--- src/rtl/anc_sequencer.sv ---
// rtl/anc_sequencer.sv - per-sample scheduler for the lowpass -> NLMS -> FIR anti-noise chain
// Issues one start pulse per stage, waits for its done, and tracks overruns and hung stages.
module anc_sequencer #(
  parameter int TIMEOUT_CYCLES = 2048,
  parameter int OVR_W          = 8
) (
  input  logic             clk_in,
  input  logic             rst_in,
  input  logic             sample_pulse_in,
  input  logic             nc_on_in,
  input  logic             adapt_en_in,
  input  logic             lp_amb_done_in,
  input  logic             lp_fb_done_in,
  input  logic             lms_done_in,
  input  logic             fir_done_in,
  input  logic             clr_status_in,
  output logic             lp_start_out,
  output logic             lms_start_out,
  output logic             fir_start_out,
  output logic             frame_done_out,
  output logic             busy_out,
  output logic [2:0]       state_out,
  output logic [OVR_W-1:0] overrun_count_out,
  output logic             timeout_out
);

  typedef enum logic [2:0] {
    S_IDLE = 3'd0,
    S_LP   = 3'd1,
    S_LMS  = 3'd2,
    S_FIR  = 3'd3,
    S_DONE = 3'd4
  } state_e;

  localparam int TW = (TIMEOUT_CYCLES > 2) ? $clog2(TIMEOUT_CYCLES) : 1;
  localparam logic [TW-1:0] TIMER_LAST = TW'(TIMEOUT_CYCLES - 1);

  state_e           state_q, state_d;
  logic [TW-1:0]    timer_q, timer_d;
  logic             amb_q, amb_d;
  logic             fb_q, fb_d;
  logic             lp_start_q, lp_start_d;
  logic [OVR_W-1:0] ovr_q, ovr_d;
  logic             timeout_q, timeout_d;
  logic             lms_start, fir_start;
  logic             ovr_evt, tmo_evt, expired, lp_both;

  always_comb begin
    state_d    = state_q;
    timer_d    = timer_q + 1'b1;
    amb_d      = 1'b0;
    fb_d       = 1'b0;
    lp_start_d = 1'b0;
    lms_start  = 1'b0;
    fir_start  = 1'b0;
    tmo_evt    = 1'b0;
    expired    = (timer_q == TIMER_LAST);
    lp_both    = (amb_q | lp_amb_done_in) & (fb_q | lp_fb_done_in);

    case (state_q)
      S_IDLE: begin
        timer_d = '0;
        if (sample_pulse_in && nc_on_in) begin
          lp_start_d = 1'b1;
          state_d    = S_LP;
        end
      end
      S_LP: begin
        // Either lowpass may finish first; hold each done until both are seen.
        amb_d = amb_q | lp_amb_done_in;
        fb_d  = fb_q | lp_fb_done_in;
        if (lp_both) begin
          amb_d   = 1'b0;
          fb_d    = 1'b0;
          timer_d = '0;
          if (adapt_en_in) begin
            lms_start = 1'b1;
            state_d   = S_LMS;
          end else begin
            fir_start = 1'b1;
            state_d   = S_FIR;
          end
        end else if (expired) begin
          amb_d   = 1'b0;
          fb_d    = 1'b0;
          tmo_evt = 1'b1;
          state_d = S_IDLE;
        end
      end
      S_LMS: begin
        if (lms_done_in) begin
          fir_start = 1'b1;
          timer_d   = '0;
          state_d   = S_FIR;
        end else if (expired) begin
          tmo_evt = 1'b1;
          state_d = S_IDLE;
        end
      end
      S_FIR: begin
        if (fir_done_in) begin
          timer_d = '0;
          state_d = S_DONE;
        end else if (expired) begin
          tmo_evt = 1'b1;
          state_d = S_IDLE;
        end
      end
      S_DONE: begin
        timer_d = '0;
        state_d = S_IDLE;
      end
      default: begin
        timer_d = '0;
        state_d = S_IDLE;
      end
    endcase

    // A strobe while busy is dropped and counted; a same-cycle event beats clear.
    ovr_evt = sample_pulse_in && (state_q != S_IDLE);
    if (clr_status_in) begin
      ovr_d = ovr_evt ? OVR_W'(1) : '0;
    end else if (ovr_evt && !(&ovr_q)) begin
      ovr_d = ovr_q + 1'b1;
    end else begin
      ovr_d = ovr_q;
    end
    timeout_d = tmo_evt | (timeout_q & ~clr_status_in);
  end

  always_ff @(posedge clk_in or negedge rst_in) begin
    if (!rst_in) begin
      state_q    <= S_IDLE;
      timer_q    <= '0;
      amb_q      <= 1'b0;
      fb_q       <= 1'b0;
      lp_start_q <= 1'b0;
      ovr_q      <= '0;
      timeout_q  <= 1'b0;
    end else begin
      state_q    <= state_d;
      timer_q    <= timer_d;
      amb_q      <= amb_d;
      fb_q       <= fb_d;
      lp_start_q <= lp_start_d;
      ovr_q      <= ovr_d;
      timeout_q  <= timeout_d;
    end
  end

  assign lp_start_out      = lp_start_q;
  assign lms_start_out     = lms_start;
  assign fir_start_out     = fir_start;
  assign frame_done_out    = (state_q == S_DONE);
  assign busy_out          = (state_q != S_IDLE);
  assign state_out         = state_q;
  assign overrun_count_out = ovr_q;
  assign timeout_out       = timeout_q;

endmodule

--- config.mk ---
export PLATFORM = sky130hd
export DESIGN_NAME = anc_sequencer
export DESIGN_NICKNAME = d
export VERILOG_FILES = /design/src/rtl/anc_sequencer.sv
export SDC_FILE = /design/constraint.sdc
export NUM_CORES = 1
export LEC_CHECK = 0
export ABC_AREA = 1
export CAP_MARGIN = 20
export CORE_MARGIN = 2
export CORE_UTILIZATION = 55
export DETAILED_ROUTE_END_ITERATION = 8
export PLACE_DENSITY = 0.9
export SYNTH_ARGS = -nofsm -noshare
export SYNTH_HDL_FRONTEND = slang
export SYNTH_SLANG_ARGS = --single-unit
--- constraint.sdc ---
create_clock -name clk_in -period 2.7 [get_ports clk_in]
set_input_delay 0.54 -clock clk_in [delete_from_list [all_inputs] [get_ports clk_in]]
set_output_delay 0.54 -clock clk_in [all_outputs]
set_load 0.1 [all_outputs]
== Word-level counts from Yosys, hierarchy flattened ==
Index checks and enable logic that the tools add are counted.

* Output and inout port bits: 17
* Logic and storage cells: 63
* Bits of input ports: 10
* Register bits: 26

* Reduce and logical (&&, ||, !) cells: 8
* Equal/unequal tests: 6
* $add $sub $neg: 2
* Muxes and demuxes: 34
* Bitwise operators: 6

{| class="wikitable"
|+ Operators by type and width
! cell !! number
|-
| 11-bit 2-to-1 mux || 3
|-
| 11-bit one-hot mux with 3 select lines || 1
|-
| 1-bit 2-to-1 mux || 20
|-
| 8-bit 2-to-1 mux || 2
|-
| 3-bit 2-to-1 mux || 5
|-
| 3-bit one-hot mux with 4 select lines || 1
|-
| 11-bit by 1-bit adder with 11-bit output (second input constant) || 1
|-
| 11-bit == test (second input constant) || 1
|-
| 8-bit by 1-bit adder with 8-bit output (second input constant) || 1
|-
| 8-bit AND reduction || 1
|-
| 3-bit by 2-bit == test with 1-bit output (second input constant) || 2
|-
| 3-bit by 1-bit == test with 1-bit output (second input constant) || 1
|-
| 3-bit == test (second input constant) || 1
|-
| 1-bit logical AND || 3
|-
| 3-bit zero test || 1
|-
| 1-bit bitwise OR || 3
|-
| 1-bit one-hot mux with 3 select lines || 1
|-
| 3-bit nonzero test || 1
|-
| 1-bit AND || 2
|-
| 2-bit inequality test (second input constant) || 1
|-
| 1-bit one-hot mux with 2 select lines || 1
|-
| 2-bit nonzero test || 1
|-
| 1-bit zero test || 1
|-
| 1-bit inverter || 1
|}

== Longest topological paths before layout ==
Gate-level depths: netlist (run 1).

* Word-level depth: 5
* Mapped depth: 9
* Depth with buffers taken out: 9

== Worst setup path before layout (run 1) ==
Ideal clock, no wire load.

* Path kind: flip-flop to output port
* Start point: reg state_q[0], in the netlist state_out[0]
* End point: out lms_start_out
* Path slack: -1.146 ns
* Cell stages (with the launch flop): 3
* Path buffers: 0
* Data arrival time: 3.306 ns
* Data required time: 2.160 ns
* Cells stage by stage: dfrtp_1 > nand3_1 > nor3_1

* Word-level cells in the longest chain between the ends: 2

{| class="wikitable"
|+ RTL lines
! item !! line !! text
|-
| start, declared || 38 || <nowiki>state_e state_q, state_d;</nowiki>
|-
| start signal, assigned || 141 || <nowiki>state_q <= state_d;</nowiki>
|-
| 3-bit by 1-bit == test with 1-bit output || 60 || <nowiki>case (state_q)</nowiki>
|-
| 1-bit 2-to-1 mux || 60 ||
|-
| end, declared || 18 || <nowiki>output logic lms_start_out,</nowiki>
|}

No other way between the ends.

== Final worst setup path (run 1) ==
* Start point: in lp_amb_done_in
* End point: out lms_start_out

* Word-level cells in the longest chain between the ends: 4

{| class="wikitable"
|+ RTL lines
! item !! line !! text
|-
| start, declared || 12 || <nowiki>input logic lp_amb_done_in,</nowiki>
|-
| 1-bit bitwise OR || 58 || <nowiki>lp_both = (amb_q | lp_amb_done_in) & (fb_q | lp_fb_done_in);</nowiki>
|-
| 1-bit AND || 58 ||
|-
| 1-bit 2-to-1 mux || 72 || <nowiki>if (lp_both) begin</nowiki>
|-
| 1-bit 2-to-1 mux || 60 ||
|}

No other way between the ends.

==> results of run 1 <==
[per-layer routing]
metal / vias to the layer above / global-route usage
met1: 606 / 0.248
met5: - / 0
li1: 673 / -
met3: 5 / 0.0302
met2: 28 / 0.361
met4: 0 / 0.0732
[worst max-delay path by stage]
stage,depth (start not counted),slack (ns),end,start
floorplan,2,0.01,lms_start_out,state_out[0]$_DFFE_PN0P_
global placement,6,0.57,lms_start_out,lp_fb_done_in
detailed placement,6,0.55,lms_start_out,lp_amb_done_in
CTS,6,0.53,fir_start_out,state_out[0]$_DFFE_PN0P_
global route,6,0.43,fir_start_out,state_out[0]$_DFFE_PN0P_
finish,6,0.55,lms_start_out,lp_amb_done_in
[synthesized netlist by cell type, drive strengths merged]
library cell	n	share of area
nand4	11	0.047
nand2	54	0.14
ha	2	0.017
nor3	4	0.014
nor2	37	0.13
o21ai	4	0.016
a21oi	4	0.014
dfrtp	26	0.44
o21a	1	0.0051
xor2	5	0.030
inv	27	0.069
o211ai	1	0.0085
nand3	14	0.056
nor3b	1	0.0085
xnor2	1	0.0060
[kinds of logic (layout without fill, tap and decap cells)]
family / after synthesis / after routing / synth area share
DFF: 26 / 26 / 0.442
and+or+nand+nor: 121 / 121 / 0.393
buffers and inverters: 27 / 58 / 0.0689
AOI/OAI and AO/OA: 10 / 10 / 0.0434
adders and majority gates: 2 / 2 / 0.0170
xor gates and xnor gates: 6 / 6 / 0.0357
[layout make-up]
type                       count  area, um2
sequential                    26        651
inverter                      27        101
tap                           30       37.5
multi-input combinational    139        742
clock buffer                   4       36.3
fill                         192        682
timing repair buffer          27        250
[power by group]
| group | internal, mW | leakage, nW | total [mW] | switching [mW] |
|---|---|---|---|---|
| registers | 0.439 | 0.356 | 0.507 | 0.0683 |
| logic | 0.200 | 0.577 | 0.796 | 0.596 |
| clock network | 0.0826 | 0.0210 | 0.194 | 0.112 |
| total | 0.722 | 0.954 | 1.50 | 0.776 |
[critical path, cell delays in order]
cell	delay, ns
clkdlybuf4s50_1	0.48
inv_1	0.04
nand2_1	0.05
nand2_1	0.12
nor3_4	0.18
buf_12	0.20
[flip-flops by register name (all words and copies together), names as in the netlist]
name / cells
amb_q: 1
fb_q: 1
lp_start_out: 1
overrun_count_out: 8
state_out: 3
timeout_out: 1
timer_q: 11
==> metrics.md, run 1 <==
| Metric | Value |
|---|---|
| Status | complete, no violations |
| Fin cells | 253 |
| Most common cell after layout, fill and taps aside | nand2_1 |
| Pleak | 0.954 nW |
| Core area | 2500 um2 |
| CTS tree | built |
| Hold crit path type | flip-flop to flip-flop |
| CTS buffer count | 3 |
| Yosys cell types | 23 |
| Hold Vio Cnt, Final | 0 |
| Proportion of layout cells with a drive suffix above 1 | 0.161 |
| R2R depth | 8 |
| Hold path start | timer_q[0]$_DFF_PN0_ |
| Mapped Area | 1470 um2 |
| CP Max Fanout | 4 |
| Drt first pass iters | 4 |
| Syn Inst Count | 192 |
| Initial DRC count | 38 |
| Placed Area | 1780 um2 |
| Total power draw | 1.50 mW |
| # rows | 18 |
| Post-route design area | 1820 um2 |
| Max-cap violation count | 0 |
| NumNets Final | 236 |
| Syn_area_per_cell | 7.66 um2 |
| Vias in the first global route | 1,178 |
| Die width | 55.7 um |
| Max Transition Viols Final | 0 |
| Post-cts resize count | 0 |
| PwrDens | 824 nW/um2 |
| Worst setup EP type | output port |
| Wire length on met3 | 118 um |
| WHS Endpoint | timer_q[0]$_DFF_PN0_ |
| IO Pins | 27 |
| Minimum clock period after layout | 2.15 ns |
| Initial antenna violation count | 0 |
| FF-to-FF End | state_out[0]$_DFFE_PN0P_ |
| Worst-Margin Slew | 0.340 ns |
| Hold Slack | 0.537 ns |
| Wire length on met2 | 1430 um |
| Commonest non-fill, non-tap cells in the layout | nand2_1, nor2_1, dfrtp_1 |
| # diodes | 0 |
| FMAX | 464 MHz |
| CTS Root Cell | clkbuf_4 |
| Post-DR vias/cell | 5.19 |
| Clk slew on worst S/H paths | 0.13 ns |
| Largest net degree at the start of global routing | 27 |
| Setup ws final | 0.546 ns |
| Starting Density | 0.589 |
| Final TNS setup | 0 ns |
| Global-route usage over all layers | 0.203 |
| Post-CTS setup repair buffer count | 0 |
| First-pass GRT wire length | 5020 um |
| Pre-CTS setup slack | 0.548 ns |
| # H-tree levels | 1 |
| Required time of the critical path | 2.16 ns |
| CP Launch Type | input port |
| GP Congestion | 0.817 |
| R2r startpoint | timer_q[0]$_DFF_PN0_ |
| Drt wl/cell | 11.3 um |
| CP Class | input port to output port |
| CTS Hold Buffers Added | 0 |
| Final Skew | 0.00396 ns |
| PortBufs | 26 |
| Total gr overflow | 0 |
| R2r setup slk | 1.19 ns |
| ANT nets after route | 0 |
| DRC viols | 0 |
| RSZ-0062 raised after global routing | no |
| Worst slew margin relative to its limit | 0.773 |
| Drt total wl | 2870 um |
| Max Used Layer | met4 |
| Die Area | 3110 um2 |
| DP HPWL | 2190 um |
| Final setup violation count | 0 |
| Met1 Wirelength | 1290 um |
| P&R area growth vs syn | 23.6% |
| Die Ht | 55.7 um |
| Synth Net Count | 204 |
| Arr. time, crit path | 1.61 ns |
| Dpl cells | 249 |
| Via count | 1,312 |
| Clk_lat worst skew | 0.32 ns |
| Final period util | 0.798 |
| Clock Path Buffers | 2 |
| #FFs+latches synth | 26 |
| YS warnings | 0 |
| Worst hold stages | 1 |
| Util after Layout | 0.727 |
| Max VDD drop | 1.02 mV |
| Sink Count | 26 |
| Register area share after synthesis | 0.442 |
No activity file was read; power rests on OpenSTA's default activity.
==> run 2: changes to the inputs <==
--- a/config.mk
+++ b/config.mk
@@ -8,9 +8,9 @@
 export ABC_AREA = 1
 export CAP_MARGIN = 20
 export CORE_MARGIN = 2
-export CORE_UTILIZATION = 55
+export CORE_UTILIZATION = 51
 export DETAILED_ROUTE_END_ITERATION = 8
-export PLACE_DENSITY = 0.9
+export PLACE_DENSITY = 0.85
 export SYNTH_ARGS = -nofsm -noshare
 export SYNTH_HDL_FRONTEND = slang
 export SYNTH_SLANG_ARGS = --single-unit
==> constraint.sdc (replaced) <==
create_clock -name clk_in -period 2.2 [get_ports clk_in]
set_input_delay 0.44 -clock clk_in [delete_from_list [all_inputs] [get_ports clk_in]]
set_output_delay 0.44 -clock clk_in [all_outputs]
set_load 0.1 [all_outputs]
==> run 2 against run 1 <==
Compared with the run above:
- sequential share of layout area down 0.31 points
- design area up 2.6%
- critical path depth unchanged
- non-clock buffer count up 1
- combinational power increased by 32%
- count of clock-buffer cells in the layout unchanged
- highest routed layer unchanged
- setup slack got worse by 0.42 ns
- worst hold slack worse by 0.079 ns
- clock skew shrank 0.0012 ns
- first-iteration DRC count rose by 84%
- global-route usage grew 0.90 points
==> metrics.md, run 2 (synthesis gave the netlist of run 1 again) <==
| Metric | Value |
|---|---|
| Status | complete, no violations |
| Initial DRC count | 70 |
| Max VDD drop | 1.27 mV |
| # rows | 19 |
| Starting Density | 0.534 |
| Worst-Margin Slew | 0.330 ns |
| NetSw | 976 uW |
| ANT nets after route | 0 |
| Final setup violation count | 0 |
| Vias in the first global route | 1,244 |
| Clk slew on worst S/H paths | 0.14 ns |
| RSZ-0062 raised after global routing | no |
| Die Ht | 57.7 um |
| Post-route design area | 1870 um2 |
| CTS tree | built |
| Proportion of layout cells with a drive suffix above 1 | 0.179 |
| # diodes | 0 |
| Commonest non-fill, non-tap cells in the layout | nand2_1, nor2_1, inv_1 |
| Required time of the critical path | 1.76 ns |
| Hold Slack | 0.458 ns |
| FF-to-FF End | overrun_count_out[3]$_DFFE_PN0P_ |
| Drt wl/cell | 12.0 um |
| Drt first pass iters | 4 |
| R2r setup slk | 0.70 ns |
| Worst setup EP type | output port |
| R2r startpoint | overrun_count_out[0]$_DFFE_PN0P_ |
| GP Congestion | 0.840 |
| DRC viols | 0 |
| Hold Vio Cnt, Final | 0 |
| Clock Path Buffers | 2 |
| Final TNS setup | 0 ns |
| R2R depth | 7 |
| Max-cap violation count | 0 |
| Post-cts resize count | 0 |
| Core area | 2760 um2 |
| Switching Share | 0.509 |
| Sink Count | 26 |
| Global-route usage over all layers | 0.212 |
| Total gr overflow | 0 |
| Clk_lat worst skew | 0.32 ns |
| Cell Int Power | 943 uW |
| Post-DR vias/cell | 5.09 |
| Die width | 57.7 um |
| PwrDens | 1030 nW/um2 |
| Placed Area | 1820 um2 |
| Initial antenna violation count | 0 |
| FMAX | 482 MHz |
| Drt total wl | 3050 um |
| PortBufs | 26 |
| CP Max Fanout | 6 |
| Die Area | 3330 um2 |
| Via count | 1,297 |
| Logic pwr share | 0.546 |
| Register share of total power | 0.325 |
| Max FFs per register | 11 |
| CP Launch Type | flip-flop |
| Worst slew margin relative to its limit | 0.779 |
| Util after Layout | 0.676 |
| Hold crit path type | input port to async pin |
| # H-tree levels | 1 |
| P&R area growth vs syn | 26.8% |
| Largest net degree at the start of global routing | 27 |
| Max Transition Viols Final | 0 |
| CTS buffer count | 3 |
| Final period util | 0.943 |
| DP HPWL | 2330 um |
| CP Class | flip-flop to output port |
| NumNets Final | 237 |
| Total power draw | 1.92 mW |
| Final Skew | 0.00279 ns |
| IO Pins | 27 |
| Minimum clock period after layout | 2.08 ns |
| CTS Root Cell | clkbuf_4 |
| Arr. time, crit path | 1.64 ns |
| Most common cell after layout, fill and taps aside | nand2_1 |
| First-pass GRT wire length | 5490 um |
| Most flops, register | timer_q |
| Pleak | 0.962 nW |
| Clock Power Share | 0.129 |
## run 2: cell types whose count changed in the layout (fill, tap and decap cells not counted)
cell     delta
buf_12      +2
dfrtp_4     +3
dfrtp_1     -3
inv_4       +1
buf_4       -1
inv_2       -1
## run 2: worst max path at each step
stage / startpoint / end / slack, ns / cells after the start
3_5_place_dp: lp_amb_done_in / lms_start_out / 0.22 / 6
6_report: state_out[2]$_DFFE_PN0P_ / fir_start_out / 0.12 / 6
4_1_cts: state_out[1]$_DFFE_PN0P_ / lms_start_out / 0.11 / 4
2_1_floorplan: state_out[2]$_DFFE_PN0P_ / lms_start_out / 0.007 / 3
3_3_place_gp: lp_amb_done_in / lms_start_out / 0.27 / 6
5_1_grt: state_out[2]$_DFFE_PN0P_ / fir_start_out / 0.01 / 6
## run 2: critical path: stages (launching register included)
cell,delay (ns)
dfrtp_4,0.51
inv_4,0.10
nand2_1,0.08
nor2_1,0.18
nand3_1,0.13
nand2_1,0.12
buf_12,0.18
## run 2: what timing repair did
action	4_1_cts	5_1_grt
setup endpoints to repair	0	1
buffers inserted	0	1
hold buffers	0	0
## run 2: final cells by class
cell class                      count  area, um2
Multi-Input combinational cell    139        742
Sequential cell                    26        662
Tap cell                           31       38.8
Inverter                           27        104
Clock buffer                        4       36.3
Fill cell                         236        892
Timing Repair Buffer               28        283
## run 2: metal layers
metal | wire length (um) | GRT usage | vias to the layer above
met5 | 0 | 0 | -
met4 | 31 | 0.0565 | 0
met3 | 115 | 0.0335 | 4
met2 | 1460 | 0.347 | 21
met1 | 1440 | 0.294 | 593
li1 | - | - | 679
## run 2: through the flow
stage	std cells	setup WS, ns
global route	255	0.0109
finish	255	0.125
CTS	254	0.114
floorplan	192	0.00689
global placement	250	0.271
detailed placement	250	0.224
## run 2: power groups by stage
stage          registers, mW  logic [mW]  clock network, mW
2_1_floorplan          0.877       0.515                  0
3_3_place_gp           0.638        1.01                  0
3_5_place_dp           0.639        1.03                  0
4_1_cts                0.629        1.03              0.250
5_1_grt                0.637        1.12              0.270
6_report               0.624        1.05              0.248
